==> src/rtl/char_stream_framer_pkg.sv <==
// Shared definitions for the character stream framer: ASCII codes, output FSM
// encoding and the FIFO entry layout.
package char_stream_framer_pkg;

    localparam logic [7:0] ASCII_CR       = 8'h0D;
    localparam logic [7:0] ASCII_PRINT_LO = 8'h20;
    localparam logic [7:0] ASCII_PRINT_HI = 8'h7E;

    localparam int unsigned LEN_W = 6;

    typedef enum logic [1:0] {
        ST_IDLE   = 2'd0,
        ST_STREAM = 2'd1,
        ST_GAP    = 2'd2
    } out_state_e;

    // Marker entries carry the finished password's length and overflow flag.
    typedef struct packed {
        logic             eop;
        logic [7:0]       data;
        logic [LEN_W-1:0] len;
        logic             too_long;
    } fifo_entry_t;

    function automatic logic is_printable(input logic [7:0] c);
        return (c >= ASCII_PRINT_LO) && (c <= ASCII_PRINT_HI);
    endfunction

endpackage

==> src/rtl/char_stream_framer_if.sv <==
// Upstream character handshake and downstream checker stream of the framer.
interface char_stream_framer_if;
    logic       in_valid;
    logic [7:0] in_data;
    logic       in_ready;
    logic       out_hold;
    logic       out_en;
    logic [7:0] out_data;
    logic       out_sof;
    logic       out_eop;

    modport master (
        output in_valid, in_data, out_hold,
        input  in_ready, out_en, out_data, out_sof, out_eop
    );

    modport slave (
        input  in_valid, in_data, out_hold,
        output in_ready, out_en, out_data, out_sof, out_eop
    );
endinterface

==> src/rtl/char_stream_framer_sync_fifo_ptr.sv <==
// Synchronous FIFO with wrap-bit binary pointers; head is read combinationally.
module sync_fifo_ptr #(
    parameter int unsigned WIDTH = 16,
    parameter int unsigned DEPTH = 8
) (
    input  logic             clk,
    input  logic             rst_n,
    input  logic             push,
    input  logic [WIDTH-1:0] push_data,
    input  logic             pop,
    output logic [WIDTH-1:0] pop_data,
    output logic             full,
    output logic             empty
);
    localparam int unsigned AW = $clog2(DEPTH);
    localparam int unsigned PW = AW + 1;

    logic [WIDTH-1:0] mem [DEPTH];
    logic [PW-1:0]    wr_ptr;
    logic [PW-1:0]    rd_ptr;
    logic             do_push;
    logic             do_pop;

    assign empty    = (wr_ptr == rd_ptr);
    assign full     = (wr_ptr[AW] != rd_ptr[AW]) && (wr_ptr[AW-1:0] == rd_ptr[AW-1:0]);
    assign do_pop   = pop && !empty;
    // A pop in the same cycle frees the slot, so a push into a full FIFO is legal then.
    assign do_push  = push && (!full || do_pop);
    assign pop_data = mem[rd_ptr[AW-1:0]];

    always_ff @(posedge clk or negedge rst_n) begin
        if (!rst_n) begin
            wr_ptr <= '0;
            rd_ptr <= '0;
        end else begin
            if (do_push) wr_ptr <= wr_ptr + PW'(1);
            if (do_pop)  rd_ptr <= rd_ptr + PW'(1);
        end
    end

    always_ff @(posedge clk) begin
        if (do_push) mem[wr_ptr[AW-1:0]] <= push_data;
    end

endmodule

==> src/rtl/char_stream_framer.sv <==
// Input stage of the password checker: filters keypad/UART characters, frames
// passwords on CR and replays them as a one-character-per-cycle enable stream.
module char_stream_framer
    import char_stream_framer_pkg::*;
#(
    parameter int unsigned DEPTH   = 8,
    parameter int unsigned MAX_LEN = 32
) (
    input  logic                 clk,
    input  logic                 rst,
    char_stream_framer_if.slave  bus,
    output logic [LEN_W-1:0]     pw_len,
    output logic                 pw_too_long,
    output logic [7:0]           drop_cnt
);
    localparam int unsigned ENTRY_W = $bits(fifo_entry_t);

    logic             fifo_full;
    logic             fifo_empty;
    logic             push;
    logic             pop;
    fifo_entry_t      push_entry;
    fifo_entry_t      head;
    logic             ready;
    logic             accept;
    logic             printable;
    logic             is_cr;
    logic             room;

    logic [LEN_W-1:0] word_cnt;
    logic             too_long;

    out_state_e       state_q, state_d;
    logic             out_en_q, out_en_d;
    logic             out_sof_q, out_sof_d;
    logic             out_eop_q, out_eop_d;
    logic [7:0]       out_data_q, out_data_d;
    logic [LEN_W-1:0] pw_len_d;
    logic             pw_too_long_d;

    // Ready is forced low while reset is asserted, otherwise it tracks !full.
    assign ready        = rst && !fifo_full;
    assign bus.in_ready = ready;
    assign accept       = bus.in_valid && ready;
    assign printable    = is_printable(bus.in_data);
    assign is_cr        = (bus.in_data == ASCII_CR);
    assign room         = (word_cnt < LEN_W'(MAX_LEN));

    // Classification of the accepted character into a data entry or a marker.
    always_comb begin
        push       = 1'b0;
        push_entry = '0;
        if (accept) begin
            if (printable && room) begin
                push            = 1'b1;
                push_entry.data = bus.in_data;
            end else if (is_cr && (word_cnt != '0)) begin
                push                = 1'b1;
                push_entry.eop      = 1'b1;
                push_entry.len      = word_cnt;
                push_entry.too_long = too_long;
            end
        end
    end

    always_ff @(posedge clk or negedge rst) begin
        if (!rst) begin
            word_cnt <= '0;
            too_long <= 1'b0;
            drop_cnt <= '0;
        end else if (accept) begin
            if (printable) begin
                if (room) word_cnt <= word_cnt + LEN_W'(1);
                else      too_long <= 1'b1;
            end else if (is_cr) begin
                word_cnt <= '0;
                too_long <= 1'b0;
            end else if (drop_cnt != 8'hFF) begin
                drop_cnt <= drop_cnt + 8'd1;
            end
        end
    end

    sync_fifo_ptr #(
        .WIDTH (ENTRY_W),
        .DEPTH (DEPTH)
    ) u_fifo (
        .clk       (clk),
        .rst_n     (rst),
        .push      (push),
        .push_data (push_entry),
        .pop       (pop),
        .pop_data  (head),
        .full      (fifo_full),
        .empty     (fifo_empty)
    );

    // Output FSM next-state and next-output logic; pop is the only combinational output.
    always_comb begin
        state_d       = state_q;
        pop           = 1'b0;
        out_en_d      = 1'b0;
        out_sof_d     = 1'b0;
        out_eop_d     = 1'b0;
        out_data_d    = out_data_q;
        pw_len_d      = pw_len;
        pw_too_long_d = pw_too_long;
        case (state_q)
            ST_IDLE: begin
                if (!fifo_empty && !bus.out_hold) begin
                    pop = 1'b1;
                    if (!head.eop) begin
                        out_en_d   = 1'b1;
                        out_sof_d  = 1'b1;
                        out_data_d = head.data;
                        state_d    = ST_STREAM;
                    end
                end
            end
            ST_STREAM: begin
                if (!fifo_empty && !bus.out_hold) begin
                    pop = 1'b1;
                    if (head.eop) begin
                        out_eop_d     = 1'b1;
                        pw_len_d      = head.len;
                        pw_too_long_d = head.too_long;
                        state_d       = ST_GAP;
                    end else begin
                        out_en_d   = 1'b1;
                        out_data_d = head.data;
                    end
                end
            end
            ST_GAP: begin
                if (!bus.out_hold) state_d = ST_IDLE;
            end
            default: state_d = ST_IDLE;
        endcase
    end

    always_ff @(posedge clk or negedge rst) begin
        if (!rst) begin
            state_q     <= ST_IDLE;
            out_en_q    <= 1'b0;
            out_sof_q   <= 1'b0;
            out_eop_q   <= 1'b0;
            out_data_q  <= '0;
            pw_len      <= '0;
            pw_too_long <= 1'b0;
        end else begin
            state_q     <= state_d;
            out_en_q    <= out_en_d;
            out_sof_q   <= out_sof_d;
            out_eop_q   <= out_eop_d;
            out_data_q  <= out_data_d;
            pw_len      <= pw_len_d;
            pw_too_long <= pw_too_long_d;
        end
    end

    assign bus.out_en   = out_en_q;
    assign bus.out_sof  = out_sof_q;
    assign bus.out_eop  = out_eop_q;
    assign bus.out_data = out_data_q;

endmodule

==> src/flat_wrapper.sv <==
// flat-port wrapper written by rule: the top's interface ports become plain ports
module char_stream_framer_flat import char_stream_framer_pkg::*;
#(
    parameter int unsigned DEPTH   = 8,
    parameter int unsigned MAX_LEN = 32
)
  (clk, rst, pw_len, pw_too_long, drop_cnt, bus_in_valid, bus_in_data, bus_out_hold, bus_in_ready, bus_out_en, bus_out_data, bus_out_sof, bus_out_eop);
  char_stream_framer_if bus_i ();
  input  logic clk;
  input  logic rst;
  output logic [LEN_W-1:0] pw_len;
  output logic pw_too_long;
  output logic [7:0] drop_cnt;
  input wire logic [$bits(bus_i.in_valid)-1:0] bus_in_valid;
  input wire logic [$bits(bus_i.in_data)-1:0] bus_in_data;
  input wire logic [$bits(bus_i.out_hold)-1:0] bus_out_hold;
  output wire logic [$bits(bus_i.in_ready)-1:0] bus_in_ready;
  output wire logic [$bits(bus_i.out_en)-1:0] bus_out_en;
  output wire logic [$bits(bus_i.out_data)-1:0] bus_out_data;
  output wire logic [$bits(bus_i.out_sof)-1:0] bus_out_sof;
  output wire logic [$bits(bus_i.out_eop)-1:0] bus_out_eop;
  assign bus_i.in_valid = bus_in_valid;
  assign bus_i.in_data = bus_in_data;
  assign bus_i.out_hold = bus_out_hold;
  assign bus_in_ready = bus_i.in_ready;
  assign bus_out_en = bus_i.out_en;
  assign bus_out_data = bus_i.out_data;
  assign bus_out_sof = bus_i.out_sof;
  assign bus_out_eop = bus_i.out_eop;
  char_stream_framer #(.DEPTH(DEPTH), .MAX_LEN(MAX_LEN)) u_core (.clk(clk), .rst(rst), .bus(bus_i), .pw_len(pw_len), .pw_too_long(pw_too_long), .drop_cnt(drop_cnt));
endmodule
==> config.mk <==
export PLATFORM = sky130hd
export DESIGN_NAME = char_stream_framer_flat
export DESIGN_NICKNAME = d
export VERILOG_FILES = /design/src/rtl/char_stream_framer_pkg.sv /design/src/rtl/char_stream_framer_if.sv /design/src/rtl/char_stream_framer_sync_fifo_ptr.sv /design/src/rtl/char_stream_framer.sv /design/src/flat_wrapper.sv
export SDC_FILE = /design/constraint.sdc
export NUM_CORES = 1
export LEC_CHECK = 0
export CAP_MARGIN = 20
export CELL_PAD_IN_SITES_DETAIL_PLACEMENT = 0
export CELL_PAD_IN_SITES_GLOBAL_PLACEMENT = 2
export CORE_UTILIZATION = 45
export CTS_CLUSTER_DIAMETER = 40
export DETAILED_ROUTE_END_ITERATION = 10
export MAX_ROUTING_LAYER = met4
export PLACE_DENSITY_LB_ADDON = 0.05
export RECOVER_POWER = 25
export SETUP_SLACK_MARGIN = 0.1
export SLEW_MARGIN = 30
export SYNTH_ARGS = -nofsm -noshare
export SYNTH_HDL_FRONTEND = slang
export SYNTH_SLANG_ARGS = --single-unit
==> constraint.sdc <==
create_clock -name clk -period 4.3 [get_ports clk]
set_input_delay 1.075 -clock clk [delete_from_list [all_inputs] [get_ports clk]]
set_output_delay 1.075 -clock clk [all_outputs]
set_load 0.01 [all_outputs]
Word level (Yosys, flattened, before mapping)

Memories as Yosys holds them, arrays and structs flattened.
Index checks and enable logic that the tools add are counted.

Word-level logic and storage cells: 91
Output and inout port bits: 27
Flip-flop bits (word level): 43
Bits of input ports: 12
Memories: 1
RAM bits: 128
Memory bits (read-only): 0
Bits in latches: 0

Div/mod/pow operators: 0
Shift operators: 0
$lt $le $gt $ge: 3
Reductions and logical operators: 23
Bitwise operators: 3
Eq/ne operators: 14
$mul: 0
Multiplexer cells: 31
$add $sub $neg: 4

Memories:

| memory            | depth | width | read ports | clocked after memory_dff | write ports | line                                   | RTL |
|---|---|---|---|---|---|---|---|
| u_core.u_fifo.mem | 8     | 16    | 1          | 0                        | 1           | char_stream_framer_sync_fifo_ptr.sv:18 | `logic [WIDTH-1:0] mem [DEPTH];` |

Operators by type and width:

| operator            | number |
|---|---|
| $mux 1              | 18 |
| $mux 6              | 3 |
| $mux 16             | 1 |
| $mux 7              | 2 |
| $reduce_and 3->1    | 4 |
| $mux 2              | 5 |
| $logic_and 1x1->1   | 9 |
| $add 4x1->4 const B | 2 |
| $add 8x1->8 const B | 1 |
| $eq 8x4->1 const B  | 1 |
| $ge 8x6->1 const B  | 1 |
| $le 8x7->1 const B  | 1 |
| $mux 8              | 1 |
| $ne 2x2->1 const B  | 4 |
| $ne 8x8->1 const B  | 1 |
| $add 6x1->6 const B | 1 |
| $lt 6x6->1 const B  | 1 |
| $ne 2x1->1 const B  | 3 |
| $pmux 2 s3          | 1 |
| $reduce_bool 6->1   | 1 |
| $reduce_and 5->1    | 1 |
| $eq 4x4->1          | 1 |
| $reduce_and 4->1    | 1 |
| $eq 3x3->1          | 1 |
| 9 further kinds     | 13 |

Depth between registers and ports, before layout

Depth in word-level cells: 10
Mapped depth: 7
Depth with buffers taken out: 7

Modules after synthesis

A second synthesis with hierarchy kept.

Cells, all modules: 391
Area total of the unflattened synthesis: 7068.0 µm²

Modules (own cells, without submodules):

| module             | sequential area each (µm²) | instances | area an instance (µm²) | cells each |
|---|---|---|---|---|
| sync_fifo_ptr      | 4043.9                     | 1         | 5333.9                 | 243 |
| char_stream_framer | 875.8                      | 1         | 1734.2                 | 148 |

Worst setup path before layout

No wires, ideal clock.

Kind: input port to flip-flop
Start: input bus_in_data[5]
End: memory u_core.u_fifo.mem[1][0], enable pin
Data required time: 3870 ps
Arrival time: 3301 ps
Library setup time: 430 ps
Path buffers: 0
Setup slack: 569 ps
Stages on the path: 5
Path through: nor4_1 o211ai_1 nand2_1 nand2_1 nor4_1

Longest elaborated chain between the ends: 8
Elaborated cells on any way between the ends: 12
Those cells by class: order compare (2); eq/ne (1); mux (5); reduce/logical (4)

RTL lines:

| element                                     | line                                                   | RTL |
|---|---|---|
| from (decl)                                 | flat_wrapper.sv:15                                     | `input wire logic [$bits(bus_i.in_data)-1:0] bus_in_data;` |
| $ge 8x6->1 (tied with other cells)          | char_stream_framer_pkg.sv:26                           | `return (c >= ASCII_PRINT_LO) && (c <= ASCII_PRINT_HI);` |
| $logic_and 1x1->1 (on tied branches)        | char_stream_framer_pkg.sv:26, char_stream_framer.sv:57 |  |
| $logic_and 1x1->1 or $mux 1 (tied branches) | char_stream_framer.sv:54, char_stream_framer.sv:57     |  |
| $mux 1 *                                    | char_stream_framer.sv:54                               | `if (printable && room) begin` |
| $mux 1 *                                    | char_stream_framer.sv:53                               | `if (accept) begin` |
| $logic_and 1x1->1 *                         | char_stream_framer_sync_fifo_ptr.sv:28                 | `assign do_push = push && (!full \|\| do_pop);` |
| $mux 1 *                                    | char_stream_framer_sync_fifo_ptr.sv:42                 | `if (do_push) mem[wr_ptr[AW-1:0]] <= push_data;` |
| $mux 1 (not written as such) *              | char_stream_framer_sync_fifo_ptr.sv:42                 |  |
| to (decl)                                   | char_stream_framer_sync_fifo_ptr.sv:18                 |  |

Every way passes the cells marked *; elsewhere a longest branch is shown, timed or not.

Worst setup path after layout

Start: register u_core.u_fifo.rd_ptr[1]
End: register u_core.out_data_q[2], in the netlist u_core.bus.out_data[2]

Longest elaborated chain between the ends: 4
Elaborated cells on any way between the ends: 6
Those cells by class: eq/ne (1); bitwise (1); reduce/logical (3); memory (1)

RTL lines:

| element                                              | line                                   | RTL |
|---|---|---|
| from (decl)                                          | char_stream_framer_sync_fifo_ptr.sv:20 | `logic [PW-1:0] rd_ptr;` |
| from (signal assigned)                               | char_stream_framer_sync_fifo_ptr.sv:37 | `if (do_pop) rd_ptr <= rd_ptr + PW'(1);` |
| branches (longest 4 deep; another with $mem_v2 8x16) | n/a                                    |  |
| to (signal assigned)                                 | char_stream_framer.sv:155              | `out_data_q <= out_data_d;` |
| to (decl)                                            | char_stream_framer.sv:37               | `logic [7:0] out_data_q, out_data_d;` |

Parallel ways; which one is timed is not known.
A chain may end at the register's enable or synchronous reset.

==> results.md <==
- Die extent in x: 127 um
- CP cell instances: clkbuf_1 -> mux2_2 -> mux4_2 -> nand2b_4 -> mux2_4
- Routed Antenna Nets: 0
- Share of cells above drive strength 1: a little over a quarter
- Sequential area share after synthesis: 70.2%
- Share of the synthesized area in the top cell type: between 50% and 60%
- Drt drc: 0
- Synth Instances: 381
- Global-route wire length before repair: 22000 um
- Final wirelength: ~14000 um
- Cts repair resizes: 0
- Htree depth: 4
- Vias: ~3500
- Sink Count: roughly 170
- Mean Syn Cell Area: 18.4 um2
- Layout area overhead: 19.2%
- Setup TNS: 0 ns
- R2r endpoint: u_core.bus.out_data[2]
- Cell Count, Final, Fillers Out: between 600 and 700
- 1st-iter DRT viols: approximately 260
- Max clock buf depth: 2
- Total track usage: 19.7%
- Slowest stage delay, CP: 1.49 ns
- Crit path launch type: register
- Min cycle time layout: roughly 3.6 ns
- Pre-antenna DRT Iters: 4
- # fillers: 1187
- Worst slew pin tran: just over 2 ns
- CTS Buf Count: 17
- Die height: about 130 um
- Setup slack, reg-to-reg: about 0.67 ns
- Critical Path AT: 3.94 ns
- Crit end category: register
- Yosys cell types: between 40 and 50
- Fmax: approximately 280 MHz
- Total power: ~0.0049 W
- Clk slew on worst S/H paths: ~0.060 ns
- Synth area leaders: edfxtp_1 (55%), dfrtp_1 (15%), mux4_2 (10%), mux2_2 (4.3%), mux2_4 (1.7%)
- Max_cap viols: 1
- Root Driver: clkbuf_16
- P_leak: just under 3 nW
- Register-to-Register Path Depth: 5
- Unrepaired setup endpoints after global routing: no
- Final Slew Violations: 31
- CTS tree: done
- Setup bufs post-CTS: 0
- Critical path origin: u_core.u_fifo.rd_ptr[1]
- Cell taking the most area after synthesis: edfxtp_1
- PortBufs: 38
- Number of I/O pins: 39
- Via density: ~5.4
- Failing checks: max-capacitance violations, max-slew violations
- Post-Synthesis Cell Area: roughly 7000 um2
- Die area: about 16000 um2
- FF/Latch Area: ~5000 um2
- Worst rel slew slack: -38.3%
- Final net count: between 400 and 500
- Area of the multi-input gates: 2030 um2
- Largest net degree at the start of global routing: 44
- Hold_buf cts: 0
- Vias in the first global route: 3687
- Initial Util: roughly 46%
- Final setup violating endpoints: 0
- Worst skew pair latency: ~0.42 ns
- HPWL after DPL: about 8800 um
- Final Wtd Congestion: around 0.74
- Std-Cell Rows: 45
- Crit path max-delay family: buffers and inverters
- Power per cell area: between 500 and 600 nW/um2
- CP max stage cell: clkbuf_1
- Clock skew: ~0.0098 ns
- Initial antenna violation count: 1
- Crit path max fanout: 30
- Maximum vdd drop: roughly 370 uV
- Hold Vio Cnt, Final: 0
- Crit path capture: u_core.bus.out_data[2]
- Core box area: approximately 15000 um2
- Worst reg2reg path startpoint: u_core.u_fifo.rd_ptr[1]
- Critical path required time: around 4.6 ns
- WL/cell: approximately 21 um
- Yosys reg bits: between 150 and 200
- Grt ovf: 0
- Yosys warns: 0
- CP bufs+invs: 1
- Critical path class: reg2reg
- WP depth: 5
- DP Cell Count: roughly 600
- Final period util: a little over four fifths
- Status: complete, but fails checks
- Worst min-delay path category: reg2reg
[report_power, final]
group	total [W]	switching [W]	internal, W
clock	0.00165	0.000622	0.00103
sequential	0.00203	0.000114	0.00191
combinational	0.00123	0.000556	0.000676
total	0.00491	0.00129	0.00361
[routing by layer]
metal	vias to the layer above	global-route usage [%]	share of wire (%)
met5	-	-	0
li1	1635	-	-
met2	59	29.8	48
met3	11	3.88	3.7
met4	0	7.14	0.90
met1	1837	26.8	48
[logic make-up (layout without fill, tap and decap cells)]
| kind of cell | Yosys count | in the layout | synth area share [%] |
|---|---|---|---|
| compound gates | 26 | 26 | 2.55 |
| xor+xnor | 18 | 18 | 2.25 |
| fa+ha+maj | 5 | 5 | 0.893 |
| buf+inv | 21 | 94 | 1.48 |
| flops | 171 | 171 | 70.2 |
| mux | 68 | 68 | 16.3 |
| other cells | 1 | 9 | 0.0535 |
| simple gates | 71 | 71 | 6.21 |
[Yosys cell counts, drive strengths merged]
| cell | instances |
|---|---|
| edfxtp | 128 |
| dfrtp | 43 |
| mux2 | 37 |
| mux4 | 31 |
| and2 | 15 |
| buf | 11 |
| xnor2 | 11 |
| nand2 | 9 |
| inv | 7 |
| nor2 | 7 |
| nor4 | 7 |
| xor2 | 7 |
| a21oi | 6 |
| and3 | 6 |
| nor3 | 6 |
| ha | 5 |
| nand4 | 5 |
| o21ai | 5 |
| nand3 | 4 |
| nor2b | 4 |
| o2bb2ai | 4 |
| clkbuf | 3 |
| a211oi | 2 |
| a21boi | 2 |
| nand2b | 2 |
| o211ai | 2 |
| or4 | 2 |
| a21o | 1 |
| a32o | 1 |
| and4 | 1 |
| and4b | 1 |
| conb | 1 |
| nor3b | 1 |
| o21a | 1 |
| o21ba | 1 |
| o41ai | 1 |
| or4b | 1 |
[stage by stage]
stage / cell area [um2] / setup slack (ns) / hold WS [ns] / utilization (%)
global route: 8350 / 0.464 / 0.502 / 54.9
detailed placement: 7730 / 0.671 / 0.486 / 50.9
floorplan: 7030 / 0.569 / 0.458 / -
finish: 8350 / 0.666 / 0.469 / 54.9
global placement: 7730 / 0.738 / 0.479 / 50.9
CTS: 8360 / 1.00 / 0.499 / 55.0
[how the worst min path moves through the flow]
stage	endpoint	depth (start not counted)	startpoint	slack, ns
floorplan	u_core.too_long	1	u_core.too_long	0.46
global placement	u_core.drop_cnt[6]	1	u_core.drop_cnt[6]	0.48
detailed placement	u_core.drop_cnt[7]	1	u_core.drop_cnt[7]	0.49
CTS	u_core.drop_cnt[7]	1	u_core.drop_cnt[7]	0.50
global route	u_core.state_q[0]	1	u_core.state_q[1]	0.50
finish	u_core.state_q[0]	1	u_core.state_q[1]	0.47
[state kept, by name, indices dropped and copies added, names as in the netlist, 2 cells and up]
| signal | flops |
|---|---|
| u_core.word_cnt | 6 |
| u_core.u_fifo.rd_ptr | 4 |
| u_core.drop_cnt | 8 |
| u_core.pw_len | 6 |
| u_core.u_fifo.wr_ptr | 4 |
| u_core.state_q | 2 |
| u_core.u_fifo.mem | 128 |
| u_core.bus.out_data | 8 |
[worst reg2reg max path: stages, from the launching register on]
cell	delay [ns]
dfrtp_1	0.36
clkbuf_1	1.49
mux2_2	0.47
mux4_2	0.53
nand2b_4	0.28
mux2_4	0.39
[final cells by class]
| cell class | instances | share of cell area [%] |
|---|---|---|
| flip-flops and latches | 171 | 58.9 |
| multi-input cells | 196 | 24.3 |
| repair buffers | 56 | 6.05 |
| clock buffers | 19 | 5.18 |
| well taps | 188 | 2.82 |
| clock inverters | 12 | 2.35 |
| inverters | 7 | 0.315 |
| diodes | 1 | 0.0300 |
[layout by cell type, fill, tap and decap left out, types with 6 or more instances in the layout]
cell type | synthesis | layout
a21oi_1 | 6 | 6
and2_1 | 15 | 12
and3_1 | 6 | 6
buf_4 | 0 | 17
clkbuf_16 | 0 | 17
clkdlybuf4s50_1 | 0 | 9
conb_1 | 1 | 8
dfrtp_1 | 43 | 42
dlygate4sd3_1 | 0 | 28
edfxtp_1 | 128 | 128
inv_1 | 7 | 7
mux2_2 | 27 | 27
mux2_4 | 8 | 8
mux4_2 | 31 | 31
nand2_1 | 9 | 9
nor2_1 | 7 | 7
nor3_1 | 5 | 6
xnor2_1 | 11 | 11
xor2_1 | 7 | 7
(Power assumes the default switching activity.)
